[src/rtl/wave_timing_monitor.sv]
// -----------------------------------------------------------------------------
// wave_timing_monitor
//
// Measures the timing of two related waveforms, f and g, once per f period.
// A period runs from one falling edge of f to the next. Over each period the
// block counts the period length, the number of cycles f is low and the number
// of cycles g is high. At every f falling edge the finished counts are
// published, together with pass/fail flags against the expected values, and
// the counters restart for the new period.
//
// Optional feature (macro WAVE_MON_PHASE_EN):
//   defined   - also measures the phase from the f falling edge to the first
//               g rising edge of the period (expected 100 cycles); a phase
//               outside tolerance also raises err_p.
//   undefined - no phase counter; phase_len is constant 0 and err_p covers
//               the period only.
//
// Ports
//   clock        in   sole clock, rising edge
//   resetn       in   asynchronous active-low reset
//   f_in, g_in   in   monitored waveforms, synchronous to clock
//   meas_ready   in   consumer accepts the held result when meas_valid is high
//   meas_valid   out  result registers hold an unconsumed measurement
//   f_low_len    out  cycles f was low in the measured period
//   g_high_len   out  cycles g was high in the measured period
//   period_len   out  cycles between the two bounding f falling edges
//   phase_len    out  cycles from f falling edge to first g rising edge
//   err_f/g/p    out  tolerance failures for the held result
//   overrun      out  sticky: a result was dropped because the last was unread
//   timeout      out  sticky: no f falling edge within 1022 cycles
//   locked       out  two or more consecutive clean results seen
// -----------------------------------------------------------------------------
module wave_timing_monitor #(
    parameter int EXP_F_LOW  = 199,
    parameter int EXP_G_HIGH = 249,
    parameter int EXP_PERIOD = 901,
    parameter int TOL        = 0
) (
    input  logic       clock,
    input  logic       resetn,
    input  logic       f_in,
    input  logic       g_in,
    input  logic       meas_ready,
    output logic       meas_valid,
    output logic [9:0] f_low_len,
    output logic [9:0] g_high_len,
    output logic [9:0] period_len,
    output logic [9:0] phase_len,
    output logic       err_f,
    output logic       err_g,
    output logic       err_p,
    output logic       overrun,
    output logic       timeout,
    output logic       locked
);

    localparam logic [9:0] CNT_MAX = 10'd1023;

    typedef enum logic {
        SEARCH = 1'b0,
        MEAS   = 1'b1
    } state_t;

    state_t     r_state;
    state_t     w_state_nxt;

    logic       r_f_prev;
    logic       w_fall_f;

    logic [9:0] r_period_cnt;
    logic [9:0] r_f_low_cnt;
    logic [9:0] r_g_high_cnt;

    logic       w_reload;
    logic       w_publish;
    logic       w_timeout_evt;

    logic       w_err_f;
    logic       w_err_g;
    logic       w_err_p;
    logic       w_any_err;

    logic       r_meas_valid;
    logic [9:0] r_f_low_len;
    logic [9:0] r_g_high_len;
    logic [9:0] r_period_len;
    logic       r_err_f;
    logic       r_err_g;
    logic       r_err_p;
    logic       r_overrun;
    logic       r_timeout;
    logic       r_locked;
    logic       r_last_clean;

    // Counters stick at full scale rather than wrapping.
    function automatic logic [9:0] sat_inc(input logic [9:0] v, input logic en);
        return (en && (v != CNT_MAX)) ? v + 10'd1 : v;
    endfunction

    function automatic logic out_of_tol(input logic [9:0] meas, input int exp_val);
        int diff;
        diff = int'({22'd0, meas}) - exp_val;
        if (diff < 0) diff = -diff;
        return diff > TOL;
    endfunction

    assign w_fall_f = r_f_prev & ~f_in;

`ifdef WAVE_MON_PHASE_EN
    localparam int EXP_PHASE = 100;

    logic       r_g_prev;
    logic       w_rise_g;
    logic [9:0] r_phase_cnt;
    logic       r_phase_done;
    logic [9:0] r_phase_len;

    assign w_rise_g = ~r_g_prev & g_in;
`endif

    // -------------------------------------------------------------------------
    // Edge history
    // -------------------------------------------------------------------------
    // NOTE: every register in this block is updated with non-blocking
    // assignments so that all flops sample the pre-edge values together.
    always_ff @(posedge clock or negedge resetn) begin
        if (!resetn) begin
            r_f_prev <= 1'b0;
`ifdef WAVE_MON_PHASE_EN
            r_g_prev <= 1'b0;
`endif
        end else begin
            r_f_prev <= f_in;
`ifdef WAVE_MON_PHASE_EN
            r_g_prev <= g_in;
`endif
        end
    end

    // -------------------------------------------------------------------------
    // State machine
    // -------------------------------------------------------------------------
    always_ff @(posedge clock or negedge resetn) begin
        if (!resetn) r_state <= SEARCH;
        else         r_state <= w_state_nxt;
    end

    // NOTE: every output of this block gets a default first, so no path
    // leaves a signal unassigned and no latch is inferred.
    always_comb begin
        w_state_nxt   = r_state;
        w_reload      = 1'b0;
        w_publish     = 1'b0;
        w_timeout_evt = 1'b0;
        case (r_state)
            SEARCH: begin
                if (w_fall_f) begin
                    w_state_nxt = MEAS;
                    w_reload    = 1'b1;
                end
            end
            MEAS: begin
                if (w_fall_f) begin
                    w_publish = 1'b1;
                    w_reload  = 1'b1;
                end else if (r_period_cnt == CNT_MAX - 10'd1) begin
                    // This edge would take the period count to full scale.
                    w_state_nxt   = SEARCH;
                    w_timeout_evt = 1'b1;
                end
            end
            default: w_state_nxt = SEARCH;
        endcase
    end

    // -------------------------------------------------------------------------
    // Period counters
    // -------------------------------------------------------------------------
    always_ff @(posedge clock or negedge resetn) begin
        if (!resetn) begin
            r_period_cnt <= '0;
            r_f_low_cnt  <= '0;
            r_g_high_cnt <= '0;
        end else if (w_reload) begin
            // The falling-edge cycle is the first cycle of the new period.
            r_period_cnt <= 10'd1;
            r_f_low_cnt  <= 10'd1;
            r_g_high_cnt <= {9'd0, g_in};
        end else if ((r_state == MEAS) && !w_timeout_evt) begin
            r_period_cnt <= sat_inc(r_period_cnt, 1'b1);
            r_f_low_cnt  <= sat_inc(r_f_low_cnt, ~f_in);
            r_g_high_cnt <= sat_inc(r_g_high_cnt, g_in);
        end
    end

`ifdef WAVE_MON_PHASE_EN
    always_ff @(posedge clock or negedge resetn) begin
        if (!resetn) begin
            r_phase_cnt  <= '0;
            r_phase_done <= 1'b0;
        end else if (w_reload) begin
            r_phase_cnt  <= 10'd1;
            r_phase_done <= w_rise_g;
        end else if ((r_state == MEAS) && !w_timeout_evt && !r_phase_done) begin
            // The rising-edge cycle itself is not counted; the count freezes.
            if (w_rise_g) r_phase_done <= 1'b1;
            else          r_phase_cnt  <= sat_inc(r_phase_cnt, 1'b1);
        end
    end
`endif

    // -------------------------------------------------------------------------
    // Tolerance checks on the counts being published
    // -------------------------------------------------------------------------
    assign w_err_f = out_of_tol(r_f_low_cnt, EXP_F_LOW);
    assign w_err_g = out_of_tol(r_g_high_cnt, EXP_G_HIGH);
`ifdef WAVE_MON_PHASE_EN
    assign w_err_p = out_of_tol(r_period_cnt, EXP_PERIOD) | out_of_tol(r_phase_cnt, EXP_PHASE);
`else
    assign w_err_p = out_of_tol(r_period_cnt, EXP_PERIOD);
`endif
    assign w_any_err = w_err_f | w_err_g | w_err_p;

    // -------------------------------------------------------------------------
    // Result registers and handshake
    // -------------------------------------------------------------------------
    always_ff @(posedge clock or negedge resetn) begin
        if (!resetn) begin
            r_meas_valid <= 1'b0;
            r_f_low_len  <= '0;
            r_g_high_len <= '0;
            r_period_len <= '0;
            r_err_f      <= 1'b0;
            r_err_g      <= 1'b0;
            r_err_p      <= 1'b0;
            r_overrun    <= 1'b0;
`ifdef WAVE_MON_PHASE_EN
            r_phase_len  <= '0;
`endif
        end else begin
            if (w_publish && (!r_meas_valid || meas_ready)) begin
                // Slot is empty or is being emptied this cycle: take the new result.
                r_meas_valid <= 1'b1;
                r_f_low_len  <= r_f_low_cnt;
                r_g_high_len <= r_g_high_cnt;
                r_period_len <= r_period_cnt;
                r_err_f      <= w_err_f;
                r_err_g      <= w_err_g;
                r_err_p      <= w_err_p;
`ifdef WAVE_MON_PHASE_EN
                r_phase_len  <= r_phase_cnt;
`endif
            end else if (r_meas_valid && meas_ready) begin
                r_meas_valid <= 1'b0;
            end
            if (w_publish && r_meas_valid && !meas_ready) r_overrun <= 1'b1;
        end
    end

    // -------------------------------------------------------------------------
    // Status: timeout and lock tracking (dropped results still count)
    // -------------------------------------------------------------------------
    always_ff @(posedge clock or negedge resetn) begin
        if (!resetn) begin
            r_timeout    <= 1'b0;
            r_locked     <= 1'b0;
            r_last_clean <= 1'b0;
        end else if (w_timeout_evt) begin
            r_timeout    <= 1'b1;
            r_locked     <= 1'b0;
            r_last_clean <= 1'b0;
        end else if (w_publish) begin
            r_last_clean <= ~w_any_err;
            r_locked     <= r_last_clean & ~w_any_err;
        end
    end

    assign meas_valid = r_meas_valid;
    assign f_low_len  = r_f_low_len;
    assign g_high_len = r_g_high_len;
    assign period_len = r_period_len;
`ifdef WAVE_MON_PHASE_EN
    assign phase_len  = r_phase_len;
`else
    assign phase_len  = '0;
`endif
    assign err_f      = r_err_f;
    assign err_g      = r_err_g;
    assign err_p      = r_err_p;
    assign overrun    = r_overrun;
    assign timeout    = r_timeout;
    assign locked     = r_locked;

endmodule

[config.mk]
export PLATFORM = sky130hd
export DESIGN_NAME = wave_timing_monitor
export DESIGN_NICKNAME = d
export VERILOG_FILES = /design/src/rtl/wave_timing_monitor.sv
export SDC_FILE = /design/constraint.sdc
export NUM_CORES = 1
export LEC_CHECK = 0
export BUFFER_PORTS_ARGS = -buffer_cell sky130_fd_sc_hd__clkbuf_2
export CORE_MARGIN = 1
export CORE_UTILIZATION = 43
export CTS_BUF_LIST = sky130_fd_sc_hd__clkbuf_2
export CTS_CLUSTER_SIZE = 8
export DETAILED_ROUTE_END_ITERATION = 8
export SLEW_MARGIN = 0
export SYNTH_ARGS = -nofsm -noshare
export SYNTH_HDL_FRONTEND = slang
export SYNTH_SLANG_ARGS = --single-unit
export TNS_END_PERCENT = 100
[constraint.sdc]
create_clock -name clock -period 3.2 [get_ports clock]
set_input_delay 0.96 -clock clock [delete_from_list [all_inputs] [get_ports clock]]
set_output_delay 0.96 -clock clock [all_outputs]
set_load 0.005 [all_outputs]
==> flow_summary.ini <==
[yosys]
ys_ff_latch = 70
avgSynthCellArea_sq_um = 9.15
synth-seq-area-share_pct = 40.4
yosys_warnings = 0
synth_area_sq_um = 4340
synth-edff-count = 0
synthArstFlopShare_pct = 100
syn_inst = 474
synthDistinctLibCells = 59
ys.flop_type = dfrtp_1

[detailed_routing]
wl_mm = 9.72
route.vias.total = 3498
ant_nets = 0
drt_iter0_drc = 182
avgViaCountPerCell = 5.50
first_pass_iters = 5
wl_per_cell_um = 15.3
drc = 0

[pwr]
pwr-share-seq_pct = 42.4
p_sw_mw = 1.01
intPower_mw = 1.72
power_frac_clock_pct = 24.8
pwr-share-comb_pct = 32.8
fin_total_pwr_mw = 2.73
max-vdd-ir-drop_mv = 0.336
p_sw_share_pct = 36.8
p_leak_nw = 2.15
power.density_nw_per_um2 = 573

[worst_hold_path]
hp-class = input port to async pin

[critical_path]
path_class = flop to flop
r2r_cells = 9
path_max_fanout = 10
startpoint_type = flop
reg2reg_from = r_period_cnt[0]
worstPathRequired_ns = 3.61
crit_path_start = r_period_cnt[0]
arrival_ns = 3.35
ff2ff_setup_slack_ns = 0.26
r2r_end = err_p
worstSetupEndpointType = flop

[timing]
fmax_mhz = 340
rsz0062_at_grt = no
skew_ns = 0.0260
relSlewSlack_pct = 51.3
hold_viol = 0
period_needed_ns = 2.94
fin_tns_setup_ns = 0
fin_crit_sh_pct = 91.8
slew_viol_final = 0
whs_ns = 0.432
worst_slew_pin_slew_ns = 0.712
setup_violations = 0

[grt]
grt_pass1_wl_mm = 16.1
grt_use_total_pct = 20.0
grt.overflow.total = 0
grt_max_degree = 71
grt_pass1_vias = 3188
antenna_found_initial = 0

[placed_design]
place_hpwl_mm = 6.81
gp_congestion = 0.930
io_buffer_count = 41
placed_cell_area_sq_um = 4600

[run_status]
status = finished, final reports clean

[clock_network]
clk_path_buf_depth = 2
cts-root-buf = clkbuf_2
cts_buffers = 9
htree_levels = 3
hold_buffers = 0
worstSkewPairLatency_ns = 0.50
cts_setup_buffers = 0
cts_tree = done
cts.reportedPaths.clkPinSlew_ns = 0.22
clock_sinks = 70
cts_resized = 0

[die]
ioPinCount = 52
coreArea_sq_um = 9770
dieHeight_um = 102
die_area_sq_um = 10500
start_util_pct = 44.4
rows = 36
die_w_um = 102

[layout]
multi_input_area_sq_um = 2350
seq_area_sq_um = 1750
layout_common_cells = dfrtp_1, clkbuf_2, nor2_1
fin_area_sq_um = 4770
num-fill-cells = 945
layout_commonest_cell = dfrtp_1
nets = 514
drive_gt1_share_pct = 21.7
areaGrowthSynthToFinish_pct = 9.86
fin_util_pct = 48.8
num_antenna_cells = 0

[job]
drv_cap = 0
power by group through the flow:
stage               Combinational (mW)  Sequential (mW)  Clock [mW]
finish                           0.895             1.16       0.676
global route                     0.994             1.19       0.735
CTS                              0.892             1.16       0.696
detailed placement               0.886             1.17           0
global placement                 0.881             1.17           0
floorplan                        0.738             1.08           0
Yosys cell counts, types with 2 or more instances:
| library cell | count | area [sq um] |
|---|---|---|
| a211oi_1 | 4 | 30.0 |
| a21oi_1 | 14 | 70.1 |
| a22oi_1 | 3 | 22.5 |
| a31o_2 | 3 | 26.3 |
| a31oi_1 | 5 | 31.3 |
| and2_1 | 5 | 31.3 |
| and3_1 | 11 | 68.8 |
| buf_1 | 2 | 7.51 |
| buf_2 | 4 | 20.0 |
| buf_4 | 10 | 75.1 |
| clkbuf_1 | 27 | 101 |
| dfrtp_1 | 70 | 1750 |
| ha_1 | 11 | 138 |
| inv_1 | 14 | 52.6 |
| mux2_2 | 32 | 360 |
| mux2i_1 | 4 | 40.0 |
| nand2_1 | 40 | 150 |
| nand2b_1 | 9 | 56.3 |
| nand3_1 | 12 | 60.1 |
| nand3b_1 | 5 | 37.5 |
| nand4_1 | 16 | 100 |
| nand4b_1 | 2 | 17.5 |
| nor2_1 | 47 | 176 |
| nor2b_1 | 8 | 50.1 |
| nor3_1 | 12 | 60.1 |
| nor3b_1 | 2 | 15.0 |
| nor4_1 | 5 | 31.3 |
| o21a_1 | 2 | 15.0 |
| o21ai_0 | 20 | 100 |
| o221ai_1 | 3 | 26.3 |
| o22ai_1 | 5 | 31.3 |
| o31ai_1 | 5 | 37.5 |
| o41ai_1 | 3 | 26.3 |
| or2_2 | 3 | 18.8 |
| or3_1 | 3 | 18.8 |
| or4_1 | 2 | 15.0 |
| xnor2_1 | 17 | 149 |
| xor2_1 | 13 | 114 |
cells by family (layout without fill, tap and decap cells):
group | count (synthesis) | count (layout) | synth area share [%]
compound gates | 80 | 80 | 12.5
xor+xnor | 30 | 30 | 6.06
fa+ha+maj | 11 | 11 | 3.17
buf+inv | 59 | 79 | 6.29
flops | 70 | 70 | 40.4
mux | 36 | 36 | 9.23
other cells | 1 | 10 | 0.0864
simple gates | 187 | 187 | 22.3
through the flow:
step | cells | setup slack, ns
6_report | 636 | 0.263
3_3_place_gp | 620 | 0.435
2_1_floorplan | 483 | 0.399
5_1_grt | 636 | 0.0775
4_1_cts | 636 | 0.268
3_5_place_dp | 620 | 0.312
state kept, by name (all words and copies together), names as in the netlist, 10 cells and up:
| signal | flops |
|---|---|
| f_low_len | 10 |
| g_high_len | 10 |
| period_len | 10 |
| r_f_low_cnt | 10 |
| r_g_high_cnt | 10 |
| r_period_cnt | 10 |
layer usage:
metal | up-vias | share of wire [%] | track usage [%] | wire length [um]
li1 | 1702 | - | - | -
met3 | 13 | 3.9 | 3.83 | 376
met5 | - | 0 | 0 | 0
met2 | 114 | 45 | 30.2 | 4410
met4 | 0 | 1.5 | 6.92 | 149
met1 | 1669 | 49 | 28.7 | 4790
cell type report:
class / instances / area share [%]
clock inverter: 7 / 2.57
inverter: 14 / 1.10
sequential: 70 / 36.7
clock buffer: 9 / 0.945
tap: 133 / 3.49
timing repair buffer: 49 / 5.83
multi-input combinational: 354 / 49.3
worst max-delay path by stage:
stage          endpoint  slack [ns]  cells past startpoint
2_1_floorplan     err_p        0.40                     11
3_3_place_gp      err_p        0.43                      9
3_5_place_dp      err_p        0.31                      9
4_1_cts           err_p        0.27                      9
5_1_grt           err_p        0.08                      9
6_report          err_p        0.26                      9
critical path, stage by stage (launching register included):
cell and delay (ns):
dfrtp_1 0.56, inv_1 0.14, ha_1 0.32, nand2b_1 0.25, nand2_1 0.13, and2_1 0.15
nor2_1 0.04, or4_1 0.52, a2111o_1 0.45, mux2_2 0.28
No activity file was read; power rests on OpenSTA's default activity.
